`config.mk`:
```
export PLATFORM = sky130hd
export DESIGN_NAME = async_fifo_rd_drain
export DESIGN_NICKNAME = d
export VERILOG_FILES = /design/src/rtl/async_fifo_rd_drain_pkg.sv /design/src/rtl/async_fifo_rd_drain_skid_buf.sv /design/src/rtl/async_fifo_rd_drain.sv
export SDC_FILE = /design/constraint.sdc
export NUM_CORES = 1
export LEC_CHECK = 0
export CAP_MARGIN = 20
export CORE_MARGIN = 2
export CORE_UTILIZATION = 46
export DETAILED_ROUTE_END_ITERATION = 8
export PLACE_DENSITY = 0.76
export SYNTH_ARGS = -nofsm -noshare
export SYNTH_HDL_FRONTEND = slang
export SYNTH_SLANG_ARGS = --single-unit
export TNS_END_PERCENT = 1
```
`constraint.sdc`:
```
create_clock -name read_clk -period 2.4 [get_ports read_clk]
set_input_delay 0.36 -clock read_clk [delete_from_list [all_inputs] [get_ports read_clk]]
set_output_delay 0.36 -clock read_clk [all_outputs]
set_load 0.01 [all_outputs]
```
`src/rtl/async_fifo_rd_drain_pkg.sv`:
```
// Shared types and constants for the async FIFO read-side drain logic.
package async_fifo_pkg;

   typedef enum logic [1:0] {
      IDLE = 2'd0,
      RUN  = 2'd1,
      STOP = 2'd2
   } rd_drain_state_e;

   localparam int BUF_DEPTH_MIN = 2;

endpackage

```
`src/rtl/async_fifo_rd_drain_skid_buf.sv`:
```
// Small register FIFO that lands FIFO read data and holds it stable under backpressure.
// Head entry is presented combinationally; push and pop on the same edge keep occupancy.
module rd_skid_buf #(
   parameter int WIDTH = 32,
   parameter int DEPTH = 2
) (
   input  logic                         read_clk,
   input  logic                         async_rst,
   input  logic                         push,
   input  logic [WIDTH-1:0]             push_data,
   input  logic                         pop,
   output logic [WIDTH-1:0]             head_data,
   output logic [$clog2(DEPTH+1)-1:0]   occupancy,
   output logic                         not_empty
);
   localparam int PW = (DEPTH > 1) ? $clog2(DEPTH) : 1;
   localparam int OW = $clog2(DEPTH + 1);

   logic [WIDTH-1:0] mem [DEPTH];
   logic [PW-1:0]    wr_ptr;
   logic [PW-1:0]    rd_ptr;

   function automatic logic [PW-1:0] ptr_inc(input logic [PW-1:0] p);
      return (p == PW'(DEPTH - 1)) ? '0 : p + PW'(1);
   endfunction

   // Storage is reset so the stream data port reads zero straight out of reset.
   always_ff @(posedge read_clk or negedge async_rst) begin
      if (!async_rst) begin
         for (int i = 0; i < DEPTH; i++) mem[i] <= '0;
         wr_ptr    <= '0;
         rd_ptr    <= '0;
         occupancy <= '0;
      end else begin
         if (push) begin
            mem[wr_ptr] <= push_data;
            wr_ptr      <= ptr_inc(wr_ptr);
         end
         if (pop) rd_ptr <= ptr_inc(rd_ptr);
         if (push && !pop)      occupancy <= occupancy + OW'(1);
         else if (!push && pop) occupancy <= occupancy - OW'(1);
      end
   end

   assign head_data = mem[rd_ptr];
   assign not_empty = (occupancy != '0);

   a_no_overflow : assert property (@(posedge read_clk) disable iff (!async_rst)
      !(push && !pop && (occupancy == OW'(DEPTH))));
   a_no_underflow : assert property (@(posedge read_clk) disable iff (!async_rst)
      !(pop && (occupancy == '0)));

endmodule

```
`src/rtl/async_fifo_rd_drain.sv`:
```
// Read-domain drain of the async FIFO: credit-limited reads into a skid buffer, framed into
// BURST_LEN-beat bursts on a valid/ready stream. ASYNC_FIFO_RD_STATS_EN adds a stall counter.
module async_fifo_rd_drain
   import async_fifo_pkg::*;
#(
   parameter int WIDTH     = 32,
   parameter int BURST_LEN = 8,
   parameter int BUF_DEPTH = 2
) (
   input  logic             read_clk,
   input  logic             async_rst,
   input  logic             enable,
   input  logic             fifo_empty,
   input  logic [WIDTH-1:0] fifo_data,
   output logic             fifo_rd_en,
   output logic             m_valid,
   input  logic             m_ready,
   output logic [WIDTH-1:0] m_data,
   output logic             m_last,
   output logic             busy
`ifdef ASYNC_FIFO_RD_STATS_EN
   ,
   output logic [15:0]      stall_cnt
`endif
);
   localparam int CW = (BURST_LEN > 1) ? $clog2(BURST_LEN) : 1;
   localparam int OW = $clog2(BUF_DEPTH + 1);
   localparam logic [CW-1:0] LAST_BEAT = CW'(BURST_LEN - 1);

   if (BUF_DEPTH < BUF_DEPTH_MIN) begin : g_depth_chk
      $error("BUF_DEPTH below BUF_DEPTH_MIN");
   end

   rd_drain_state_e state, state_nxt;
   logic            inflight;
   logic [CW-1:0]   beat_cnt;
   logic [CW-1:0]   iss_cnt;
   logic [OW-1:0]   occ;
   logic [OW:0]     pend;
   logic            pop;
   logic            credit;
   logic            burst_open;

   rd_skid_buf #(
      .WIDTH (WIDTH),
      .DEPTH (BUF_DEPTH)
   ) u_buf (
      .read_clk  (read_clk),
      .async_rst (async_rst),
      .push      (inflight),
      .push_data (fifo_data),
      .pop       (pop),
      .head_data (m_data),
      .occupancy (occ),
      .not_empty (m_valid)
   );

   // A beat leaving this cycle frees its slot in time for a read issued now.
   assign pop        = m_valid & m_ready;
   assign pend       = {1'b0, occ} + (OW+1)'(inflight) - (OW+1)'(pop);
   assign credit     = (pend < (OW+1)'(BUF_DEPTH));
   assign burst_open = (iss_cnt != '0);
   assign m_last     = m_valid & (beat_cnt == LAST_BEAT);
   assign busy       = (state != IDLE);

   always_comb begin
      state_nxt  = state;
      fifo_rd_en = 1'b0;
      unique case (state)
         IDLE: begin
            if (enable && !fifo_empty) state_nxt = RUN;
         end
         RUN: begin
            fifo_rd_en = !fifo_empty && credit;
            if (!enable) state_nxt = STOP;
         end
         STOP: begin
            // Only finish the burst already started on the read side.
            fifo_rd_en = !fifo_empty && credit && burst_open;
            if (enable) state_nxt = RUN;
            else if (occ == '0 && !inflight && beat_cnt == '0) state_nxt = IDLE;
         end
         default: state_nxt = IDLE;
      endcase
   end

   always_ff @(posedge read_clk or negedge async_rst) begin
      if (!async_rst) begin
         state    <= IDLE;
         inflight <= 1'b0;
         beat_cnt <= '0;
         iss_cnt  <= '0;
      end else begin
         state    <= state_nxt;
         inflight <= fifo_rd_en;
         if (pop)        beat_cnt <= (beat_cnt == LAST_BEAT) ? '0 : beat_cnt + CW'(1);
         if (fifo_rd_en) iss_cnt  <= (iss_cnt == LAST_BEAT) ? '0 : iss_cnt + CW'(1);
      end
   end

`ifdef ASYNC_FIFO_RD_STATS_EN
   always_ff @(posedge read_clk or negedge async_rst) begin
      if (!async_rst) begin
         stall_cnt <= '0;
      end else if (m_valid && !m_ready && stall_cnt != 16'hFFFF) begin
         stall_cnt <= stall_cnt + 16'd1;
      end
   end
`endif

endmodule

```
# After elaboration in Yosys (flattened, before gate mapping)
# Cells that the tools add are included.
[word_totals]
input_bits = 37
wordCells = 69
out_inout_bits = 36
register_bits = 77
[op_classes]
n_bitwise = 4
add_sub_neg = 8
eq_ne = 7
order_cmp = 4
n_reduce_logical = 19
n_mux = 18
[op_table]
columns = ["cell", "count"]
rows = [
  ["32-bit two-way mux", 4],
  ["64-bit bitwise mux", 1],
  ["32-bit demux with 1-bit select", 1],
  ["2-bit two-way mux", 6],
  ["1-bit logical AND", 8],
  ["3-bit by 1-bit adder with 3-bit output, second input constant", 2],
  ["3-bit == test, second input constant", 2],
  ["3-bit two-way mux", 2],
  ["2-bit case mux with 3 select lines", 1],
  ["2-bit nonzero test", 3],
  ["2-bit greater-or-equal comparator, second input constant", 2],
  ["2-bit logical NOT", 2],
  ["2-bit != test, second input constant", 2],
  ["1-bit NOT with 2-bit output", 2],
  ["2-bit by 1-bit adder with 3-bit output", 1],
  ["1-bit logical NOT", 3],
  ["3-bit logical NOT", 1],
  ["3-bit by 2-bit less-than comparator with 1-bit output, second input constant", 1],
  ["3-bit != test, second input constant", 1],
  ["3-bit AND reduction", 1],
  ["3-bit nonzero test", 1],
  ["3-bit by 1-bit subtractor with 3-bit output", 1],
  ["1-bit adder, second input constant", 2],
  ["2-bit by 1-bit adder with 2-bit output, second input constant", 1],
  ["other kinds (7)", 9],
]

# Depth between registers and ports, before layout
# Gate-level depths: netlist of the first run.
[depth]
word_depth = 7
mapped_depth = 10
depth_no_buf = 10

# Hierarchy
# Synthesis of the first run repeated with hierarchy kept, for this count alone.
[hier_totals]
hier_cells = 246
hier_area_um2 = 3633.5
[by_module_without_submodules]
columns = ["module", "instances", "seq_area_each_um2", "area_each_um2", "cells_each"]
rows = [
  ["rd_skid_buf", 1, 1701.6, 2976.6, 186],
  ["async_fifo_rd_drain", 1, 225.2, 656.9, 60],
]

# Least setup slack after synthesis of the first run
# OpenSTA, ideal clock, no wires.
[synth_path]
path_type = "register -> register"
startpoint = "reg u_buf.occupancy[1]"
endpoint = "reg iss_cnt[0]"
arrival_ps = 2666
path_stages_with_launch = 11
required_time_ps = 2275
setup_ps = 125
path_slack_ps = -390
path_cell_list = "dfrtp_1 or2_4 nand2_1 inv_1 ha_1 nand2b_1 fa_1 xnor2_1 nand4b_1 nor2_1 mux2_2"
[synth_via]
elab_chain_cells = 7
elab_cells_between_ends = 8
classes_between = "2 x add/sub; 1 x order compare; 1 x mux; 1 x bitwise; 3 x reduce/logical"
[synth_rtl]
columns = ["item", "line_no", "source"]
rows = [
  ["start: declaration", "async_fifo_rd_drain_skid_buf.sv:13", "output logic [$clog2(DEPTH+1)-1:0] occupancy,"],
  ["start signal: assignment", "async_fifo_rd_drain_skid_buf.sv:40", "if (push && !pop) occupancy <= occupancy + OW'(1);"],
  ["start signal: assignment", "async_fifo_rd_drain_skid_buf.sv:41", "else if (!push && pop) occupancy <= occupancy - OW'(1);"],
  ["2-bit nonzero test (*)", "async_fifo_rd_drain_skid_buf.sv:46", "assign not_empty = (occupancy != '0);"],
  ["net m_valid", "async_fifo_rd_drain.sv:16", "output logic m_valid,"],
  ["1-bit AND (*)", "async_fifo_rd_drain.sv:59", "assign pop = m_valid & m_ready;"],
  ["net pop", "async_fifo_rd_drain.sv:40", "logic pop;"],
  ["3-bit by 1-bit subtractor with 3-bit output (*)", "async_fifo_rd_drain.sv:60", "assign pend = {1'b0, occ} + (OW+1)'(inflight) - (OW+1)'(pop);"],
  ["3-bit by 2-bit less-than comparator with 1-bit output (*)", "async_fifo_rd_drain.sv:61", "assign credit = (pend < (OW+1)'(BUF_DEPTH));"],
  ["1-bit logical AND (*)", "async_fifo_rd_drain.sv:74, async_fifo_rd_drain.sv:79", ""],
  ["1-bit logical AND", "async_fifo_rd_drain.sv:79", "fifo_rd_en = !fifo_empty && credit && burst_open;"],
  ["1-bit case mux with 2 select lines (*)", "async_fifo_rd_drain.sv:69", "unique case (state)"],
  ["net fifo_rd_en", "async_fifo_rd_drain.sv:15", "output logic fifo_rd_en,"],
  ["end signal: assignment", "async_fifo_rd_drain.sv:97", "if (fifo_rd_en) iss_cnt <= (iss_cnt == LAST_BEAT) ? '0 : iss_cnt + CW'(1);"],
  ["end: declaration", "async_fifo_rd_drain.sv:37", "logic [CW-1:0] iss_cnt;"],
]
# Mark *: on every way through the listed nets, which the timed path passes. The rest lies on a longest branch.
# A chain may end at the register's enable or synchronous reset.

# Final worst setup path of the first run
[layout_path]
startpoint = "reg u_buf.occupancy[0]"
endpoint = "out fifo_rd_en"
[layout_via]
elab_chain_cells = 7
elab_cells_between_ends = 8
classes_between = "2 x add/sub; 1 x order compare; 1 x mux; 1 x bitwise; 3 x reduce/logical"
[layout_rtl]
columns = ["item", "line_no"]
rows = [
  ["2-bit nonzero test (*)", "async_fifo_rd_drain_skid_buf.sv:46"],
  ["1-bit AND (*)", "async_fifo_rd_drain.sv:59"],
  ["net pop", "async_fifo_rd_drain.sv:40"],
  ["3-bit by 1-bit subtractor with 3-bit output (*)", "async_fifo_rd_drain.sv:60"],
  ["3-bit by 2-bit less-than comparator with 1-bit output (*)", "async_fifo_rd_drain.sv:61"],
  ["1-bit logical AND (*)", "async_fifo_rd_drain.sv:74, async_fifo_rd_drain.sv:79"],
  ["1-bit logical AND", "async_fifo_rd_drain.sv:79"],
  ["1-bit case mux with 2 select lines (*)", "async_fifo_rd_drain.sv:69"],
  ["end: declaration", "async_fifo_rd_drain.sv:15"],
]
# Marked as above.

==> summary.md, run 1 <==
| Metric | Value |
|---|---|
| Setup_tns | -0.307 ns |
| Leakage | 2.09 nW |
| CTS Buf Count | 9 |
| Final Hold Vio Count | 0 |
| Vert. Die Dim | 91.8 um |
| Failing checks | setup timing |
| Cell variety after synth | 24 |
| Mean Syn Cell Area | 14.7 um2 |
| HPWL after DPL | 4290 um |
| Area leader, netlist | dfrtp_1 |
| Status | finished with violations |
| Number of fill cells | 585 |
| Total core area | 0.00761 mm2 |
| DR vias/cell | 4.95 |
| CTS root buf | clkbuf_8 |
| Critical path class | reg2out |
| Met2 WL post-DR | 3220 um |
| Finish-stage setup viols | 4 |
| DR iter-0 viols | 54 |
| Worst-path fanout max | 2 |
| Starting Density | 46.6% |
| Syn. warnings | 0 |
| Port Buf Inserts | 72 |
| Post-synthesis cell count | 241 |
| Worst vdd ir | 0.712 mV |
| Reg-to-reg slack, setup | -0.01 ns |
| Setup crit end kind | primary output |
| Min cycle time layout | 2.67 ns |
| Final GP Congestion | 0.702 |
| Final WL | 6320 um |
| CTS tree | yes |
| Final WS setup | -0.266 ns |
| Rows | 32 |
| Routed length on met1 | 2720 um |
| Commonest register cell after synthesis | dfrtp_1 |
| Top routing layer in use | met4 |
| Die area | 0.00843 mm2 |
| Post-synth EDFFs | 0 |
| Fmax | 0.375 GHz |
| Synth-to-Final Area Change | 34.0% |
| Layout cell share with drive strength beyond 1 | 42.5% |
| Final Util | 62.5% |
| Hold Path Class | in2async |
| Synth top area share | 54.3% |
| Gr usage total | 16.4% |
| CTS Sinks | 77 |
| Longest Clk Path Bufs | 2 |
| Max Cap Viol | 0 |
| Nets@finish | 378 |
| Final setup skew | 0.00709 ns |
| Grt ovf | 0 |
| Global-route wire length before repair | 10800 um |
| Worst Path Arrival | 2.31 ns |
| Top post-synthesis cells by area | dfrtp_1 (54%), mux2_2 (31%), ha_1 (4.2%) |
| Mapped Area | 0.00355 mm2 |
| PnR Total Power | 0.00640 W |
| Routed WL per cell | 14.6 um |
| Largest net degree at the start of global routing | 76 |
| Pwr dens | 1350 mW/mm2 |
| CP startpoint kind | flip-flop |
| Unrepaired setup endpoints after global routing | true |
| Metal3 WL | 319 um |
| Slew Limit Fails | 0 |
| Die W | 91.8 um |
| CTS H-tree depth | 3 |
| Worst slew margin | 73.4% |
| Flops & latches, synth | 77 |
| Fin crit share | 111% |
| Vias in the first global route | 2319 |
| Drt drc | 0 |
| IO Pins | 73 |
| DRT Pass-1 Iters | 6 |
| Synthesized Nets | 291 |
| Async set-or-reset flop fraction in the synthesized netlist | 100% |
| Diode count | 0 |
| Worst Path Required | 2.04 ns |
| Clock latency reported for the late side of the worst-skew pair | 0.33 ns |
| Routed Antenna Nets | 0 |
| Reg clk slew, reported paths | 0.08 ns |
| Initial antenna violation count | 0 |
| Measured slew at the worst slew-check pin | 0.400 ns |
| Seq/Total Area, Yosys | 54.3% |
| Vias after detailed routing | 2147 |
[area by class of cell]
class                   count  area (um2)  share of cell area [%]
flip-flops and latches     77        1930                    40.5
clock buffers              12         165                    3.47
well taps                 102         128                    2.68
multi-input cells         142        1580                    33.1
clock inverters             3        67.6                    1.42
inverters                  11        43.8                   0.921
repair buffers             87         847                    17.8
[per-layer routing]
layer / GRT usage (%) / vias to the layer above
met4: 6.72 / 0
met1: 21.0 / 1079
met3: 4.52 / 6
met5: 0 / -
met2: 26.6 / 51
li1: - / 1011
[synthesized netlist by cell type, types with 2 or more instances]
master / instances
a21oi_1: 2
buf_2: 6
buf_4: 3
dfrtp_1: 77
ha_1: 12
inv_1: 11
mux2_1: 4
mux2_2: 99
nand2_1: 3
nand2b_1: 2
nor2_1: 4
o21ai_0: 2
xnor2_1: 3
xor2_1: 3
[where the power goes]
part	switching (W)	total (W)	internal, W
Combinational	0.00110	0.00304	0.00193
Clock	0.000447	0.00111	0.000665
Sequential	0.000321	0.00225	0.00193
Total	0.00187	0.00640	0.00452
[per-stage QoR]
stage               area [um2]  setup slack, ns  hold slack [ns]  cells
floorplan                 3600          -0.0967           0.0644    241
global placement          4500           -0.618            0.157    417
CTS                       4750           -0.324            0.321    434
global route              4750           -0.392            0.328    434
detailed placement        4500           -0.598            0.159    417
finish                    4750           -0.266            0.342    434
[worst max-delay path, cell delays in order, from the launching register on]
cell and delay [ns]:
dfrtp_1 0.38, or2_4 0.26, nand2_4 0.07, inv_4 0.04
ha_4 0.19, nand2b_4 0.13, fa_2 0.52, nand4b_1 0.14
nor2_4 0.13, buf_6 0.11
[registers in the layout, summed over array words and instances, names as in the netlist]
register         cells
u_buf.mem           64
beat_cnt             3
iss_cnt              3
state                2
u_buf.occupancy      2
inflight             1
u_buf.rd_ptr         1
u_buf.wr_ptr         1
[logic make-up after synthesis]
| family | share of synthesized area [%] |
|---|---|
| multiplexers | 32.7 |
| buffers and inverters | 2.89 |
| adder cells (fa/ha/maj) | 4.80 |
| XOR/XNOR | 1.48 |
| AND/OR/NAND/NOR | 2.82 |
| AO/OA/AOI/OAI | 1.02 |
| flip-flops | 54.3 |
[layout by cell type (no fill, tap or decap), types with 3 or more instances in the layout]
cell,n
mux2_4,3
xor2_1,3
buf_4,14
ha_1,11
mux2_1,4
clkdlybuf4s50_1,70
inv_1,10
nor2_1,3
mux2_2,96
clkbuf_8,12
xnor2_1,3
dfrtp_1,77
[final timing paths]
kind	from	endpoint	cells after the start
worst max-delay path	u_buf.occupancy[0]	fifo_rd_en	9
worst min-delay path	async_rst	u_buf.mem[59]	2
worst max register to register	u_buf.occupancy[0]	iss_cnt[2]	10
worst min register to register	u_buf.mem[39]	u_buf.mem[39]	1
max in group asynchronous	async_rst	u_buf.mem[14]	3
min in group read_clk	u_buf.mem[39]	u_buf.mem[39]	1
[timing repair]
item | 4_1_cts | 5_1_grt
gates resized for setup | 6 | 0
endpoints found under the setup margin | 4 | 4
pin swaps | 4 | 1
setup buffers | 1 | 0
hold buffers | 1 | 0
endpoints found under the hold margin | 2 | 0
No activity file was read; power rests on OpenSTA's default activity.
==> run 2: changes to the inputs <==
PLACE_DENSITY = 0.77   (was 0.76)
==> run 2 against run 1 <==
Net effect: sequential cell count did not move; non-clock buffer count shrank 1; the run still ends with setup timing left; largest cell class unchanged; sequential power hardly changed; die area stayed put; register-to-register slack worse by 0.04 ns; global-route usage up 0.082 points; power down 0.65%; cell count decreased by 0.23%; critical endpoint unchanged; worst setup slack got worse by 0.027 ns; first-iteration DRC count is 52% higher.
==> summary.md, run 2 (synthesized netlist as in run 1, its figures left out) <==
| Metric | Value |
|---|---|
| HPWL after DPL | 4420 um (was 4290 um) |
| Die W | 91.8 um (unchanged) |
| Final GP Congestion | 0.730 (was 0.702) |
| Fin crit share | 112% (was 111%) |
| Most common cell after layout, fill and taps aside | mux2_2 (unchanged) |
| Psw | 0.00188 W (was 0.00187 W) |
| Die area | 0.00843 mm2 (unchanged) |
| Starting Density | 46.6% (unchanged) |
| Drt drc | 0 (unchanged) |
| Fmax | 0.371 GHz (was 0.375 GHz) |
| Worst flop-to-flop path startpoint | u_buf.occupancy[1] (was u_buf.occupancy[0]) |
| Initial antenna violation count | 0 (unchanged) |
| Layout cell share with drive strength beyond 1 | 42.6% (was 42.5%) |
| Finish-stage setup viols | 4 (unchanged) |
| Unrepaired setup endpoints after global routing | true (unchanged) |
| CTS Buf Count | 9 (unchanged) |
| CTS tree | yes (unchanged) |
| Global-route wire length before repair | 11000 um (was 10800 um) |
| DR vias/cell | 4.97 (was 4.95) |
| Hold Slack | 0.0247 ns (was 0.342 ns) |
| Vias in the first global route | 2339 (was 2319) |
| Most frequent cells in the layout | mux2_2 (96), dfrtp_1 (77), clkdlybuf4s50_1 (70) (unchanged) |
| CP startpoint kind | flip-flop (unchanged) |
| Final WL | 6430 um (was 6320 um) |
| Pwr dens | 1340 mW/mm2 (was 1350 mW/mm2) |
| Slew Limit Fails | 0 (unchanged) |
| Final WS setup | -0.292 ns (was -0.266 ns) |
| CP peak stage delay | 0.51 ns (was 0.52 ns) |
| Min cycle time layout | 2.69 ns (was 2.67 ns) |
| Worst-path fanout max | 2 (unchanged) |
| R2R cell count | 10 (unchanged) |
| Vias after detailed routing | 2154 (was 2147) |
| Routed WL per cell | 14.8 um (was 14.6 um) |
| Measured slew at the worst slew-check pin | 0.594 ns (was 0.400 ns) |
| Longest Clk Path Bufs | 2 (unchanged) |
| Vert. Die Dim | 91.8 um (unchanged) |
| Reg clk slew, reported paths | 0.08 ns (about the same) |
| Largest regs | u_buf.mem (64), beat_cnt (3), iss_cnt (3) (unchanged) |
| Rows | 32 (unchanged) |
| DRT Pass-1 Iters | 4 (was 6) |
| Reg-to-reg slack, setup | -0.05 ns (was -0.01 ns) |
| Clock Power Share | 16.6% (was 17.4%) |
| Critical path class | reg2out (unchanged) |
| Place WS | -0.632 ns (was -0.598 ns) |
| CTS Sinks | 77 (unchanged) |
| CTS H-tree depth | 3 (unchanged) |
| Port Buf Inserts | 72 (unchanged) |
| Failing checks | setup timing (unchanged) |
| Hold Path Class | in2async (unchanged) |
| Max FFs per register | 64 (unchanged) |
| Met3 Resource Use GR | 4.44% (was 4.52%) |
| Diode count | 0 (unchanged) |
| Synth-to-Final Area Change | 33.4% (was 34.0%) |
| CP max-delay cell | fa_2 (unchanged) |
| Status | finished with violations (unchanged) |
| Worst Path Arrival | 2.33 ns (was 2.31 ns) |
| Routed Antenna Nets | 0 (unchanged) |
| Final setup skew | 0.00670 ns (was 0.00709 ns) |
| Clock latency reported for the late side of the worst-skew pair | 0.34 ns (was 0.33 ns) |
| Seq pwr share | 35.5% (was 35.2%) |
| M2 GR Usage | 27.1% (was 26.6%) |
| Worst Path Required | 2.04 ns (about the same) |
| Worst vdd ir | 0.685 mV (was 0.712 mV) |
| Final Hold Vio Count | 0 (unchanged) |
| CTS root buf | clkbuf_8 (unchanged) |
| Leakage | 2.09 nW (about the same) |
| Worst-path cell chain | or2_4, nand2_4, inv_4, ha_4, nand2b_4, fa_2, nand4b_1, nor2_4, buf_6 (unchanged) |
| Sw Ratio | 29.5% (was 29.3%) |
| DR iter-0 viols | 82 (was 54) |
| Worst slew margin | 60.4% (was 73.4%) |
| Nets@finish | 377 (was 378) |
| Gr usage total | 16.5% (was 16.4%) |
| IO Pins | 73 (unchanged) |
| Largest reg by FF count | u_buf.mem (unchanged) |
| Met1 GRT Util | 21.1% (was 21.0%) |
| Total core area | 0.00761 mm2 (unchanged) |
| Power share of the combinational group | 47.9% (was 47.4%) |
| Setup crit end kind | primary output (unchanged) |
| Reg2reg end | iss_cnt[0] (was iss_cnt[2]) |
| Largest net degree at the start of global routing | 47 (was 76) |
| Hold_buf cts | 0 (was 1) |
| Global route hottest layer | met2 (unchanged) |
| Max Cap Viol | 0 (unchanged) |
| Grt ovf | 0 (unchanged) |
| Internal power | 0.00448 W (was 0.00452 W) |
==> run 2: changes by cell type in the layout (fill, tap and decap cells not counted) <==
cell           before  now
xnor2_2             0    1
xnor2_1             3    2
clkinv_2            0    1
clkbuf_8           12   10
clkbuf_1            0    1
dlygate4sd3_1       1    0
==> run 2: critical path, delay by kind of cell (launching register included) <==
kind / cells / cell delay [ns]
simple gates: 5 / 0.76
flops: 1 / 0.38
fa+ha+maj: 2 / 0.70
buf+inv: 2 / 0.15
==> run 2: metrics by stage <==
step / TNS (ns) / util, % / total power (W) / std cells / instance area (um2)
after floorplan: -0.309 / - / 0.00400 / 241 / 3600
after CTS: -0.489 / 62.0 / 0.00642 / 432 / 4720
after global placement: -1.43 / 59.1 / 0.00524 / 417 / 4500
final: -0.422 / 62.2 / 0.00636 / 433 / 4730
after detailed placement: -1.50 / 59.1 / 0.00532 / 417 / 4500
after global routing: -0.836 / 62.2 / 0.00680 / 433 / 4730
==> run 2: power by group through the flow <==
stage	combinational [W]	sequential (W)	clock (W)
finish	0.00305	0.00225	0.00106
global route	0.00332	0.00233	0.00115
CTS	0.00307	0.00226	0.00109
detailed placement	0.00305	0.00228	0
global placement	0.00300	0.00223	0
floorplan	0.00181	0.00219	0
==> run 2: final cells by class <==
type / instances / area [um2]
well taps: 102 / 128
inverters: 11 / 43.8
clock inverters: 4 / 72.6
clock buffers: 11 / 141
flip-flops and latches: 77 / 1930
repair buffers: 86 / 837
multi-input cells: 142 / 1580
fillers: 601 / 2880
==> run 2: per-layer routing <==
layer / routed length, um / share of wire [%]
met4: 93 / 1.4
met1: 2850 / 44
met3: 325 / 5.1
met2: 3160 / 49
met5: 0 / 0
==> run 2: how the worst max path moves through the flow <==
| stage | slack (ns) | depth (start not counted) | start | endpoint |
|---|---|---|---|---|
| after floorplan | -0.1 | 9 | u_buf.occupancy[1] | iss_cnt[0] |
| after global placement | -0.62 | 9 | m_ready | fifo_rd_en |
| after detailed placement | -0.63 | 9 | m_ready | fifo_rd_en |
| after CTS | -0.32 | 9 | u_buf.occupancy[1] | fifo_rd_en |
| after global routing | -0.41 | 10 | u_buf.occupancy[1] | fifo_rd_en |
| final | -0.29 | 9 | u_buf.occupancy[1] | fifo_rd_en |
==> run 2: repair_timing <==
| item | in CTS | in global routing |
|---|---|---|
| setup endpoints to repair | 4 | 4 |
| endpoints found under the hold margin | 0 | 0 |
| gates resized for setup | 6 | 1 |
| setup buffers | 0 | 1 |
| pin swaps | 1 | 4 |
==> run 3: changes to the inputs <==
CORE_MARGIN = unset   (was 2)
MAX_ROUTING_LAYER = met4   (was unset)
SKIP_LAST_GASP = 1   (was unset)
==> run 3 against run 2 <==
Net effect: the run still ends with setup timing left; power up 3.6%; die area down 4.3%; sequential power about the same; worst setup slack worse by 0.032 ns; non-clock buffer count is 2 higher; combinational power barely moved; critical endpoint unchanged; core utilization up 2.7 points; final area grew 1.1%.
==> summary.md, run 3 (synthesized netlist as in run 1, its figures left out) <==
| Metric | Value |
|---|---|
| Final WS setup | -0.324 ns (was -0.292 ns) |
| CTS Sinks | 77 (unchanged) |
| Final GP Congestion | 0.705 (was 0.730) |
| Max FFs per register | 64 (unchanged) |
| Drt drc | 0 (unchanged) |
| Worst-path cell chain | or2_4, nand2_4, inv_4, ha_4, nand2b_4, fa_2, xnor2_2, nand4b_1, nor2_4, buf_6 (was or2_4, nand2_4, inv_4, ha_4, nand2b_4, fa_2, nand4b_1, nor2_4, buf_6) |
| Total core area | 0.00737 mm2 (was 0.00761 mm2) |
| Setup crit end | fifo_rd_en (unchanged) |
| Worst flop-to-flop path startpoint | u_buf.occupancy[0] (was u_buf.occupancy[1]) |
| Fmax | 0.367 GHz (was 0.371 GHz) |
| Largest reg by FF count | u_buf.mem (unchanged) |
| Worst vdd ir | 0.595 mV (was 0.685 mV) |
| Measured slew at the worst slew-check pin | 0.628 ns (was 0.594 ns) |
| Hold Path Class | in2async (unchanged) |
| Fin crit share | 114% (was 112%) |
| Routed Antenna Nets | 0 (unchanged) |
| Longest Clk Path Bufs | 2 (unchanged) |
| Global-route wire length before repair | 10900 um (was 11000 um) |
| Die W | 89.8 um (was 91.8 um) |
| DP Cell Count | 414 (was 417) |
| Cell Count, Final, Fillers Out | 433 (unchanged) |
| R2R cell count | 11 (was 10) |
| Final setup skew | 0.00688 ns (was 0.00670 ns) |
| Grt ovf | 0 (unchanged) |
| Met1 GRT Util | 23.9% (was 21.1%) |
| Worst slew margin | 58.1% (was 60.4%) |
| Gr usage total | 17.7% (was 16.5%) |
| CTS root buf | clkbuf_8 (unchanged) |
| Number of fill cells | 561 (was 601) |
| Diode count | 0 (unchanged) |
| Largest net degree at the start of global routing | 49 (was 47) |
| Port Buf Inserts | 72 (unchanged) |
| CTS H-tree depth | 3 (unchanged) |
| Setup crit end kind | primary output (unchanged) |
| Global route hottest layer | met2 (unchanged) |
| Critical path class | reg2out (unchanged) |
| DR iter-0 viols | 66 (was 82) |
| M2 GR Usage | 25.9% (was 27.1%) |
| CP max-delay cell | dfrtp_1 (was fa_2) |
| Die area | 0.00807 mm2 (was 0.00843 mm2) |
| Worst Setup SP | u_buf.occupancy[0] (was u_buf.occupancy[1]) |
| PnR Total Power | 0.00659 W (was 0.00636 W) |
| Reg-to-reg slack, setup | -0.06 ns (was -0.05 ns) |
| Worst-path fanout max | 2 (unchanged) |
| CP peak stage delay | 0.39 ns (was 0.51 ns) |
| DRT Pass-1 Iters | 4 (unchanged) |
| CTS tree | yes (unchanged) |
| IO Pins | 73 (unchanged) |
| Clock latency reported for the late side of the worst-skew pair | 0.34 ns (about the same) |
| Min cycle time layout | 2.72 ns (was 2.69 ns) |
| Final Hold Vio Count | 0 (unchanged) |
| Vias in the first global route | 2245 (was 2339) |
| Unrepaired setup endpoints after global routing | true (unchanged) |
| Finish-stage setup viols | 4 (unchanged) |
| Nets@finish | 379 (was 377) |
| DR vias/cell | 4.96 (was 4.97) |
| Leakage | 2.11 nW (was 2.09 nW) |
| Starting Density | 48.1% (was 46.6%) |
| Failing checks | setup timing (unchanged) |
| Most frequent cells in the layout | mux2_2 (96), dfrtp_1 (77), clkdlybuf4s50_1 (70) (unchanged) |
| Reg clk slew, reported paths | 0.08 ns (about the same) |
| Pwr dens | 1380 mW/mm2 (was 1340 mW/mm2) |
| HPWL after DPL | 4250 um (was 4420 um) |
| Routed WL per cell | 15.0 um (was 14.8 um) |
| Rows | 31 (was 32) |
| Most common cell after layout, fill and taps aside | mux2_2 (unchanged) |
| Reg2reg end | iss_cnt[0] (unchanged) |
| Max Cap Viol | 0 (unchanged) |
| Final WL | 6480 um (was 6430 um) |
| CTS Buf Count | 9 (unchanged) |
| Worst Path Arrival | 2.36 ns (was 2.33 ns) |
| CP startpoint kind | flip-flop (unchanged) |
| Vert. Die Dim | 89.8 um (was 91.8 um) |
| Hold_buf cts | 0 (unchanged) |
| Status | finished with violations (unchanged) |
| Worst Path Required | 2.04 ns (about the same) |
| Synth-to-Final Area Change | 34.8% (was 33.4%) |
| Met3 Resource Use GR | 3.72% (was 4.44%) |
| Layout cell share with drive strength beyond 1 | 42.5% (was 42.6%) |
| Initial antenna violation count | 0 (unchanged) |
| Largest regs | u_buf.mem (64), beat_cnt (3), iss_cnt (3) (unchanged) |
| Slew Limit Fails | 0 (unchanged) |
| Vias after detailed routing | 2148 (was 2154) |
[run 3: power breakdown]
part           switching [W]  total (W)  internal [W]
combinational        0.00112    0.00308       0.00196
sequential          0.000318    0.00225       0.00193
clock               0.000460    0.00126      0.000798
total                0.00190    0.00659       0.00469
[run 3: how the worst min path moves through the flow]
| stage | from | to | slack [ns] |
|---|---|---|---|
| final | async_rst | u_buf.mem[35] | 0.03 |
| after global routing | async_rst | u_buf.mem[35] | 0.08 |
| after CTS | async_rst | u_buf.mem[44] | 0.05 |
| after detailed placement | async_rst | u_buf.mem[35] | 0.43 |
| after global placement | async_rst | u_buf.mem[3] | 0.43 |
| after floorplan | async_rst | beat_cnt[0] | 0.06 |
[run 3: per-stage QoR]
stage / hold WS (ns) / area (um2) / TNS, ns / util, % / setup slack [ns]
2_1_floorplan: 0.0644 / 3600 / -0.309 / - / -0.0967
3_3_place_gp: 0.427 / 4500 / -1.41 / 61.0 / -0.621
3_5_place_dp: 0.426 / 4500 / -1.47 / 61.0 / -0.629
4_1_cts: 0.0457 / 4750 / -0.520 / 64.5 / -0.340
5_1_grt: 0.0788 / 4780 / -0.894 / 64.9 / -0.430
6_report: 0.0329 / 4780 / -0.514 / 64.9 / -0.324
[run 3: per-layer routing]
| layer | vias to the layer above | share of wire (%) |
|---|---|---|
| met5 | - | 0 |
| met4 | 0 | 1.9 |
| met3 | 11 | 3.9 |
| met2 | 58 | 45 |
| met1 | 1056 | 49 |
| li1 | 1023 | - |
[run 3: critical path: cells and delay by family (launching register included)]
kind	cells	cell delay, ns
DFF	1	0.39
adders and majority gates	2	0.55
buffers and inverters	2	0.15
xor gates and xnor gates	1	0.14
and+or+nand+nor	5	0.80
[run 3: repair_timing]
item | 4_1_cts | 5_1_grt
setup buffers | 0 | 3
pin swaps | 1 | 5
resized for setup | 5 | 2
endpoints found under the setup margin | 4 | 4
cloned | 0 | 0
[run 3: layout make-up]
| cell class | count | area [um2] | share of cell area (%) |
|---|---|---|---|
| flip-flops and latches | 77 | 1930 | 40.3 |
| multi-input cells | 142 | 1580 | 33.1 |
| repair buffers | 88 | 852 | 17.8 |
| clock buffers | 12 | 135 | 2.82 |
| well taps | 99 | 124 | 2.59 |
| clock inverters | 4 | 120 | 2.51 |
| inverters | 11 | 43.8 | 0.915 |
